===== config.mk =====
export PLATFORM = sky130hd
export DESIGN_NAME = l2_forward_stage
export DESIGN_NICKNAME = d
export VERILOG_FILES = /design/src/rtl/l2_forward_stage.sv
export SDC_FILE = /design/constraint.sdc
export NUM_CORES = 2
export LEC_CHECK = 0
export CORE_MARGIN = 4
export CORE_UTILIZATION = 25
export CTS_BUF_LIST = sky130_fd_sc_hd__clkbuf_4
export DETAILED_ROUTE_END_ITERATION = 10
export PLACE_DENSITY = 0.37
export SLEW_MARGIN = 40
export SYNTH_ARGS = -nofsm -noshare
export SYNTH_HDL_FRONTEND = slang
export SYNTH_SLANG_ARGS = --single-unit

===== constraint.sdc =====
create_clock -name clk -period 7.35 [get_ports clk]
set_input_delay 1.47 -clock clk [delete_from_list [all_inputs] [get_ports clk]]
set_output_delay 1.47 -clock clk [all_outputs]
set_load 0.03 [all_outputs]

===== src/rtl/l2_forward_stage.sv =====
// L2 learning / dmac lookup stage with a fully associative MAC table.
// Ports: clk, reset(async low); metadata_in(_valid) in; metadata_out(_valid) out;
//   ready_out to parser, ready_in from downstream; hit/flood/err counters.
module l2_forward_stage #(
  parameter int NUM_ENTRIES = 16,
  parameter int NUM_PORTS   = 8
) (
  input  logic         clk,
  input  logic         reset,
  input  logic         metadata_in_valid,
  input  logic [133:0] metadata_in,
  output logic         ready_out,
  output logic         metadata_out_valid,
  output logic [133:0] metadata_out,
  input  logic         ready_in,
  output logic [31:0]  hit_cnt,
  output logic [31:0]  flood_cnt,
  output logic [15:0]  err_cnt
);

  localparam int IW = (NUM_ENTRIES > 1) ? $clog2(NUM_ENTRIES) : 1;
  localparam logic [16:0] ALL17 = (17'd1 << NUM_PORTS) - 17'd1;
  localparam logic [15:0] ALL = ALL17[15:0];
  localparam logic [4:0] NP = 5'(NUM_PORTS);
  localparam logic [IW-1:0] LAST = IW'(NUM_ENTRIES - 1);

  typedef enum logic [2:0] {
    IDLE,
    WAIT_M1,
    WAIT_M2,
    WAIT_HEAD,
    PKT,
    SKIP
  } state_t;

  state_t state;
  state_t nxt;

  logic [1:0]  tag;
  logic [47:0] dmac;
  logic [47:0] smac;
  logic [3:0]  ingress;

  assign tag     = metadata_in[133:132];
  assign dmac    = metadata_in[127:80];
  assign smac    = metadata_in[79:32];
  assign ingress = metadata_in[3:0];

  logic          tbl_vld  [NUM_ENTRIES];
  logic [47:0]   tbl_mac  [NUM_ENTRIES];
  logic [3:0]    tbl_port [NUM_ENTRIES];
  logic [IW-1:0] ptr;

  logic          d_hit;
  logic [IW-1:0] d_idx;
  logic          s_hit;
  logic [IW-1:0] s_idx;

  // Descending scan so the lowest matching index is the one kept.
  always_comb begin
    d_hit = 1'b0;
    d_idx = '0;
    s_hit = 1'b0;
    s_idx = '0;
    for (int i = NUM_ENTRIES - 1; i >= 0; i--) begin
      if (tbl_vld[i] && tbl_mac[i] == dmac) begin
        d_hit = 1'b1;
        d_idx = IW'(i);
      end
      if (tbl_vld[i] && tbl_mac[i] == smac) begin
        s_hit = 1'b1;
        s_idx = IW'(i);
      end
    end
  end

  logic        in_rng;
  logic        fwd_hit;
  logic [15:0] flood_bm;
  logic [15:0] hit_bm;
  logic [15:0] bm_q;

  assign in_rng   = {1'b0, ingress} < NP;
  assign fwd_hit  = d_hit && !dmac[40];
  assign flood_bm = in_rng ? (ALL & ~(16'd1 << ingress)) : ALL;
  assign hit_bm   = 16'd1 << tbl_port[d_idx];

  logic fwd;
  logic err;
  logic lookup;
  logic ins;
  logic head_acc;
  logic pkt_done;
  logic learn;

  always_comb begin
    nxt      = state;
    fwd      = 1'b0;
    err      = 1'b0;
    lookup   = 1'b0;
    ins      = 1'b0;
    head_acc = 1'b0;
    pkt_done = 1'b0;
    if (metadata_in_valid) begin
      unique case (state)
        IDLE: begin
          if (tag == 2'b01 && ready_out) begin
            fwd      = 1'b1;
            head_acc = 1'b1;
            nxt      = WAIT_M1;
          end
        end
        WAIT_M1: begin
          fwd = 1'b1;
          if (tag == 2'b11) begin
            lookup = 1'b1;
            nxt    = WAIT_M2;
          end else begin
            err = 1'b1;
          end
        end
        WAIT_M2: begin
          fwd = 1'b1;
          if (tag == 2'b00) begin
            ins = 1'b1;
            nxt = WAIT_HEAD;
          end else begin
            err = 1'b1;
          end
        end
        WAIT_HEAD: begin
          fwd = 1'b1;
          if (tag == 2'b01) nxt = PKT;
          else err = 1'b1;
        end
        PKT: begin
          fwd = 1'b1;
          if (tag == 2'b10) begin
            pkt_done = 1'b1;
            nxt      = IDLE;
          end else if (tag != 2'b11) begin
            err = 1'b1;
          end
        end
        SKIP: begin
          fwd = 1'b1;
          if (tag == 2'b10) begin
            pkt_done = 1'b1;
            nxt      = IDLE;
          end
        end
        default: nxt = IDLE;
      endcase
      // An unexpected tail already ends the packet, so no SKIP needed.
      if (err) begin
        if (tag == 2'b10) begin
          pkt_done = 1'b1;
          nxt      = IDLE;
        end else begin
          nxt = SKIP;
        end
      end
    end
  end

  assign learn = lookup && !smac[40] && (smac != 48'd0) && in_rng;

  always_ff @(posedge clk or negedge reset) begin
    if (!reset) state <= IDLE;
    else        state <= nxt;
  end

  always_ff @(posedge clk or negedge reset) begin
    if (!reset) begin
      ready_out <= 1'b1;
    end else if (head_acc) begin
      ready_out <= 1'b0;
    end else if (pkt_done || state == IDLE) begin
      ready_out <= ready_in;
    end
  end

  always_ff @(posedge clk or negedge reset) begin
    if (!reset) begin
      metadata_out_valid <= 1'b0;
      metadata_out       <= '0;
    end else begin
      metadata_out_valid <= fwd;
      if (fwd) begin
        metadata_out <= ins ? {metadata_in[133:16], bm_q}
                            : metadata_in;
      end
    end
  end

  always_ff @(posedge clk or negedge reset) begin
    if (!reset) begin
      bm_q      <= '0;
      hit_cnt   <= '0;
      flood_cnt <= '0;
      err_cnt   <= '0;
    end else begin
      if (lookup) begin
        bm_q <= fwd_hit ? hit_bm : flood_bm;
        if (fwd_hit) hit_cnt <= hit_cnt + 32'd1;
        else flood_cnt <= flood_cnt + 32'd1;
      end
      if (err && err_cnt != 16'hFFFF) begin
        err_cnt <= err_cnt + 16'd1;
      end
    end
  end

  always_ff @(posedge clk or negedge reset) begin
    if (!reset) begin
      ptr <= '0;
      for (int i = 0; i < NUM_ENTRIES; i++) begin
        tbl_vld[i]  <= 1'b0;
        tbl_mac[i]  <= '0;
        tbl_port[i] <= '0;
      end
    end else if (learn) begin
      if (s_hit) begin
        tbl_port[s_idx] <= ingress;
      end else begin
        tbl_vld[ptr]  <= 1'b1;
        tbl_mac[ptr]  <= smac;
        tbl_port[ptr] <= ingress;
        ptr <= (ptr == LAST) ? '0 : ptr + 1'b1;
      end
    end
  end

endmodule


# Word level (Yosys, flattened, before mapping)
# Cells that the tools add are included.
classes:
  n_shift: 2
  n_eq_ne: 48
  bitwise: 7
  mux: 117
  order_cmp: 6
  addsub: 4
  n_reduce_logical: 53
op_table:
  columns: ["cell", "n"]
  rows:
  - ["$eq 48x48->1", 32]
  - ["$bwmux 768", 1]
  - ["$demux 48 s4", 1]
  - ["$mux 4", 37]
  - ["$bwmux 64", 2]
  - ["$add 32x1->32 const B", 2]
  - ["$mux 64", 1]
  - ["$mux 1", 57]
  - ["$mux 48", 1]
  - ["$reduce_bool 48->1", 1]
  - ["$logic_and 1x1->1", 40]
  - ["$demux 4 s4", 2]
  - ["$mux 16", 2]
  - ["$mux 3", 7]
  - ["$add 16x1->16 const B", 1]
  - ["$bmux 4 s4", 1]
  - ["$ne 16x16->1 const B", 1]
  - ["$or 16x16->16", 1]
  - ["$shl 1x4->16 const A", 1]
  - ["$ge 5x5->1 const B", 3]
  - ["$not 4->5", 3]
  - ["$pmux 3 s5", 1]
  - ["$ne 3x3->1 const B", 4]
  - ["$lt 5x1->1 const B", 2]
  - ["other kinds (26)", 33]
word_totals:
  ff_bits: 1087
  input_bits: 138
  output_inout_bits: 216
  elab_cells: 294

# Depth between registers and ports, before layout
logic_depth:
  depth_word: 25
  depth_mapped: 20
  ltp_nobuf: 13

# Least setup slack after synthesis
# OpenSTA, ideal clock, no wires.
synth_path:
  kind: "input to register"
  from: "in metadata_in[104]"
  to: "reg bm_q[12]"
  setup_ps: 121
  t_arrival_ps: 4792
  path_slack_ps: 2437
  cell_stages: 15
  required_ps: 7229
  n_path_buf: 2
  cell_sequence: "buf_2 > xor2_1 > a2111o_1 > or4_1 > nor4_1 > a211oi_1 > o311ai_1 > a21boi_1 > buf_4 > mux2i_1 > mux2_2 > and3_1 > nor3_2 > nor2b_1 > a22o_1"
synth_via:
  elab_chain_cells: 24
  word_cells_on_any_way: 71
  cone_classes: "eq/ne (16); shift (1); mux (36); bitwise (1); reduce/logical (17)"
synth_rtl:
  columns: ["item", "line_no", "text"]
  rows:
  - ["start: declaration", "11", "input logic [133:0] metadata_in,"]
  - ["$eq 48x48->1", "66", "if (tbl_vld[i] && tbl_mac[i] == dmac) begin"]
  - ["$logic_and 1x1->1", "66", null]
  - ["$mux 4 (16 in series)", "66", null]
  - ["$not 4->5 (not written as such)", "86", "assign hit_bm = 16'd1 << tbl_port[d_idx];"]
  - ["$bmux 4 s4", "86", null]
  - ["$mux 4 (not written as such) (2 in series)", "86", null]
  - ["$shl 1x4->16", "86", null]
  - ["$mux 16 *", "204", "bm_q <= fwd_hit ? hit_bm : flood_bm;"]
  - ["end signal: assignment", "204", null]
  - ["end: declaration", "81", "logic [15:0] bm_q;"]
# Mark *: on every way between the ends. The rest lies on a longest branch, timed or not. The select of a mux whose other input is x is not followed.
# A chain may end at the register's enable or synchronous reset.

# Final worst setup path
layout_path:
  from: "in metadata_in[104]"
  to: "reg bm_q[4]"
# The elaborated chain is that of the path after synthesis.

==> results.md <==
- GP Congestion: 0.939
- Tot Pwr: 18.8 mW
- Unrepaired setup endpoints after global routing: false
- Final cell count without fillers: 9,796
- CORE AREA: 244,000 um2
- Max Fclk: 0.184 GHz
- Mapped cell area: 61,500 um2
- HPWL after DPL: 238,000 um
- Worst path arrival time: 6.74 ns
- Tightest Hold Check Type: in2reg
- Switching pwr: 6.94 mW
- Initial Utilization: 0.252
- Initial antenna violation count: 39
- Sequential share of power: 0.398
- P&R area growth vs syn: 21.3%
- Root Buffer Master: clkbuf_4
- R2R Path End: bm_q[4]
- Crit path time final: 5.43 ns
- Share of total power in combinational logic: 0.271
- Die H: 504 um
- Nets: 6,501
- Critical Path Source: metadata_in[104]
- CTS Sinks: 1,087
- Number of flops mapped to enable cells by yosys: 0
- Tcrit/Tclk final: 0.738
- Worst r2r path cells: 15
- Clk network pwr share: 0.331
- Largest net degree at the start of global routing: 139
- LEAKAGE: 34.2 nW
- Aggregate global routing overflow: 0
- Largest area contributor in the netlist: dfrtp_1
- Number of global-route vias before repair: 49.8k
- Syn Area/Cell: 10.8 um2
- Int Power: 11.9 mW
- Placed cell areas: 70,300 um2
- Share of cells above drive strength 1: 0.266
- Switching share of power: 0.369
- Most numerous cell in the Yosys netlist: dfrtp_1
- Number of max-cap violations: 0
- Post-synthesis cell count: 5,692
- TNS Setup: 0 ns
- Final hold violations: 0
- Port Buffers: 353
- FFs w/ async S/R, synth: 1.00
- CP required: 8.66 ns
- DR vias: 49.5k
- Crit. End Element: flip-flop
- DRC: 0
- Total GRT Usage: 0.255
- Crit path to: bm_q[4]
- 1st-pass router iterations: 6
- R2R setup slack: 2.25 ns
- Yosys warning count: 0
- Setup Skew: 0.115 ns
- Top post-synthesis cells by area: dfrtp_1 44%, mux2_2 12%, xnor2_1 11%, xor2_1 9.7%, nand2_1 3.0%
- Routed wire length: 333,000 um
- Synth cell types: 90
- TritonCTS Buffers: 357
- Final Cell Area: 74,600 um2
- Total power per unit cell area: 252 nW/um2
- Core Rows: 181
- Crit path launch type: primary input
- Seq cells post-synth: 1,087
- I/O pin total: 354
- DRT iter0 DRCs: 4,883
- Status: finished, final reports clean
- Setup CP Type: in2reg
- Worst-Skew Late Latency: 1.41 ns
- Top FF cell, synth: dfrtp_1
- Relative slew margins: 0.365
- Max-slew violations: 0
- Finish-stage setup viols: 0
- Global-route wire length before repair: 449,000 um
- Max FO, Critical Path: 8
- CTS clk-pin slew, worst paths: 0.06 ns
- Net Count, Synth: 5,837
- Die W: 504 um
- Via/cell ratio: 5.05
- CTS tree: done
- Post-cts sizing count: 0
- Final ANT Viol Nets: 0
- Commonest cells in the netlist: 1,086 x dfrtp_1, 804 x xnor2_1, 684 x xor2_1
- Top cell type's share of synthesized area: 0.442
- DP Cell Count: 9,193
- RR Startpoint: tbl_mac[96]
- Least-Margin Pin Slew: 0.953 ns
- Full die area: 254,000 um2
- # H-tree levels: 5
- VDD IR-drop max: 0.000206 V
- Seq/Total Area, Yosys: 0.442
- DR WL/cell: 34.0 um
- Maximum clock path buffer count: 4
- Layout fillers: 25.4k
-- how the worst min path moves through the flow --
stage,depth (start not counted),start,end,slack (ns)
2_1_floorplan,1,tbl_port[23],tbl_port[23],0.45
6_report,3,metadata_in[38],metadata_out[38],0.40
3_3_place_gp,2,metadata_out[21],metadata_out[21],0.46
3_5_place_dp,2,metadata_out[121],metadata_out[121],0.46
5_1_grt,3,metadata_in[38],metadata_out[38],0.25
4_1_cts,3,metadata_in[38],metadata_out[38],0.22
-- timing repair --
action	in CTS	in global routing
buffers inserted	0	0
hold buffers	1	0
hold endpoints to repair	20	0
-- through the flow --
stage          hold WS, ns  setup WS [ns]   util
2_1_floorplan        0.446           2.44      -
3_3_place_gp         0.458          0.188  0.287
3_5_place_dp         0.461          0.640  0.288
4_1_cts              0.222           2.15  0.305
5_1_grt              0.248           2.01  0.306
6_report             0.400           1.92  0.306
-- state kept, by name, summed over array words and instances, names as in the netlist --
register / count
state: 3
bm_q: 16
metadata_out_valid: 1
ptr: 4
err_cnt: 16
ready_out: 1
metadata_out: 134
tbl_vld: 16
tbl_mac: 768
tbl_port: 64
hit_cnt: 32
flood_cnt: 32
-- metal layers --
metal,share of wire,vias up,wire length [um],global-route usage
met5,0.00017,-,55,0
met4,0.037,8,12300,0.0827
met3,0.067,596,22300,0.0464
met2,0.45,2265,150000,0.401
met1,0.45,25652,149000,0.353
li1,-,20932,-,-
-- power groups by stage --
stage          sequential, mW  combinational (mW)  clock [mW]
4_1_cts                  7.49                5.12        6.46
3_3_place_gp             7.58                5.11           0
6_report                 7.49                5.10        6.23
3_5_place_dp             7.59                5.10           0
5_1_grt                  7.58                5.41        6.79
2_1_floorplan            8.17                1.98           0
-- worst max-delay path, stage by stage --
cell and delay (ns):
buf_2 0.59, buf_4 0.44, xnor2_1 0.18, nand4_1 0.12
nor4_1 0.48, nand4_1 0.64, o41ai_1 0.37, a211oi_1 0.11
buf_4 0.17, nor2b_1 0.52, mux2i_1 0.31, mux2i_1 0.11
mux2_2 0.31, mux2i_4 0.28, and4bb_1 0.37, a21o_1 0.15
-- kinds of logic after synthesis --
family,synth area share
compound gates,0.0429
simple gates,0.115
mux,0.143
xor+xnor,0.212
fa+ha+maj,0.00142
buf+inv,0.0444
flops,0.442
-- layout by cell type (no fill, tap or decap), types with 9 or more instances in the layout --
cell                n
xor2_1            684
buf_4             315
diode_2            20
clkinv_1           55
dfrtp_1          1086
nand2b_1           37
nand2_1           486
and3_1             26
and4_1              9
nor2_1             76
nand3_1            71
nor3_1             49
o221ai_1           15
o21ai_1            11
mux2i_1            72
o2111ai_1          12
a21o_1             15
buf_2              90
buf_12             73
inv_1             136
nor2b_1            57
a221oi_1            9
nor4_1            203
clkbuf_4          507
mux2_2            664
o22ai_1            30
nor4_2              9
o21ai_0           171
and2_1             21
and3_2              9
or2_2              21
a21oi_1            27
or4_1              22
nand4_1           225
clkdlybuf4s50_1   254
xnor2_1           804
mux2_1             46
-- cell type report --
cell class	count	area [um2]	share of cell area
well taps	3202	4010	0.0537
clock buffers	507	3810	0.0510
diodes	20	50.0	0.000671
flip-flops and latches	1087	27200	0.365
multi-input cells	4030	31700	0.425
repair buffers	741	7020	0.0940
clock inverters	70	328	0.00439
inverters	139	527	0.00706
No activity file was read; power rests on OpenSTA's default activity.
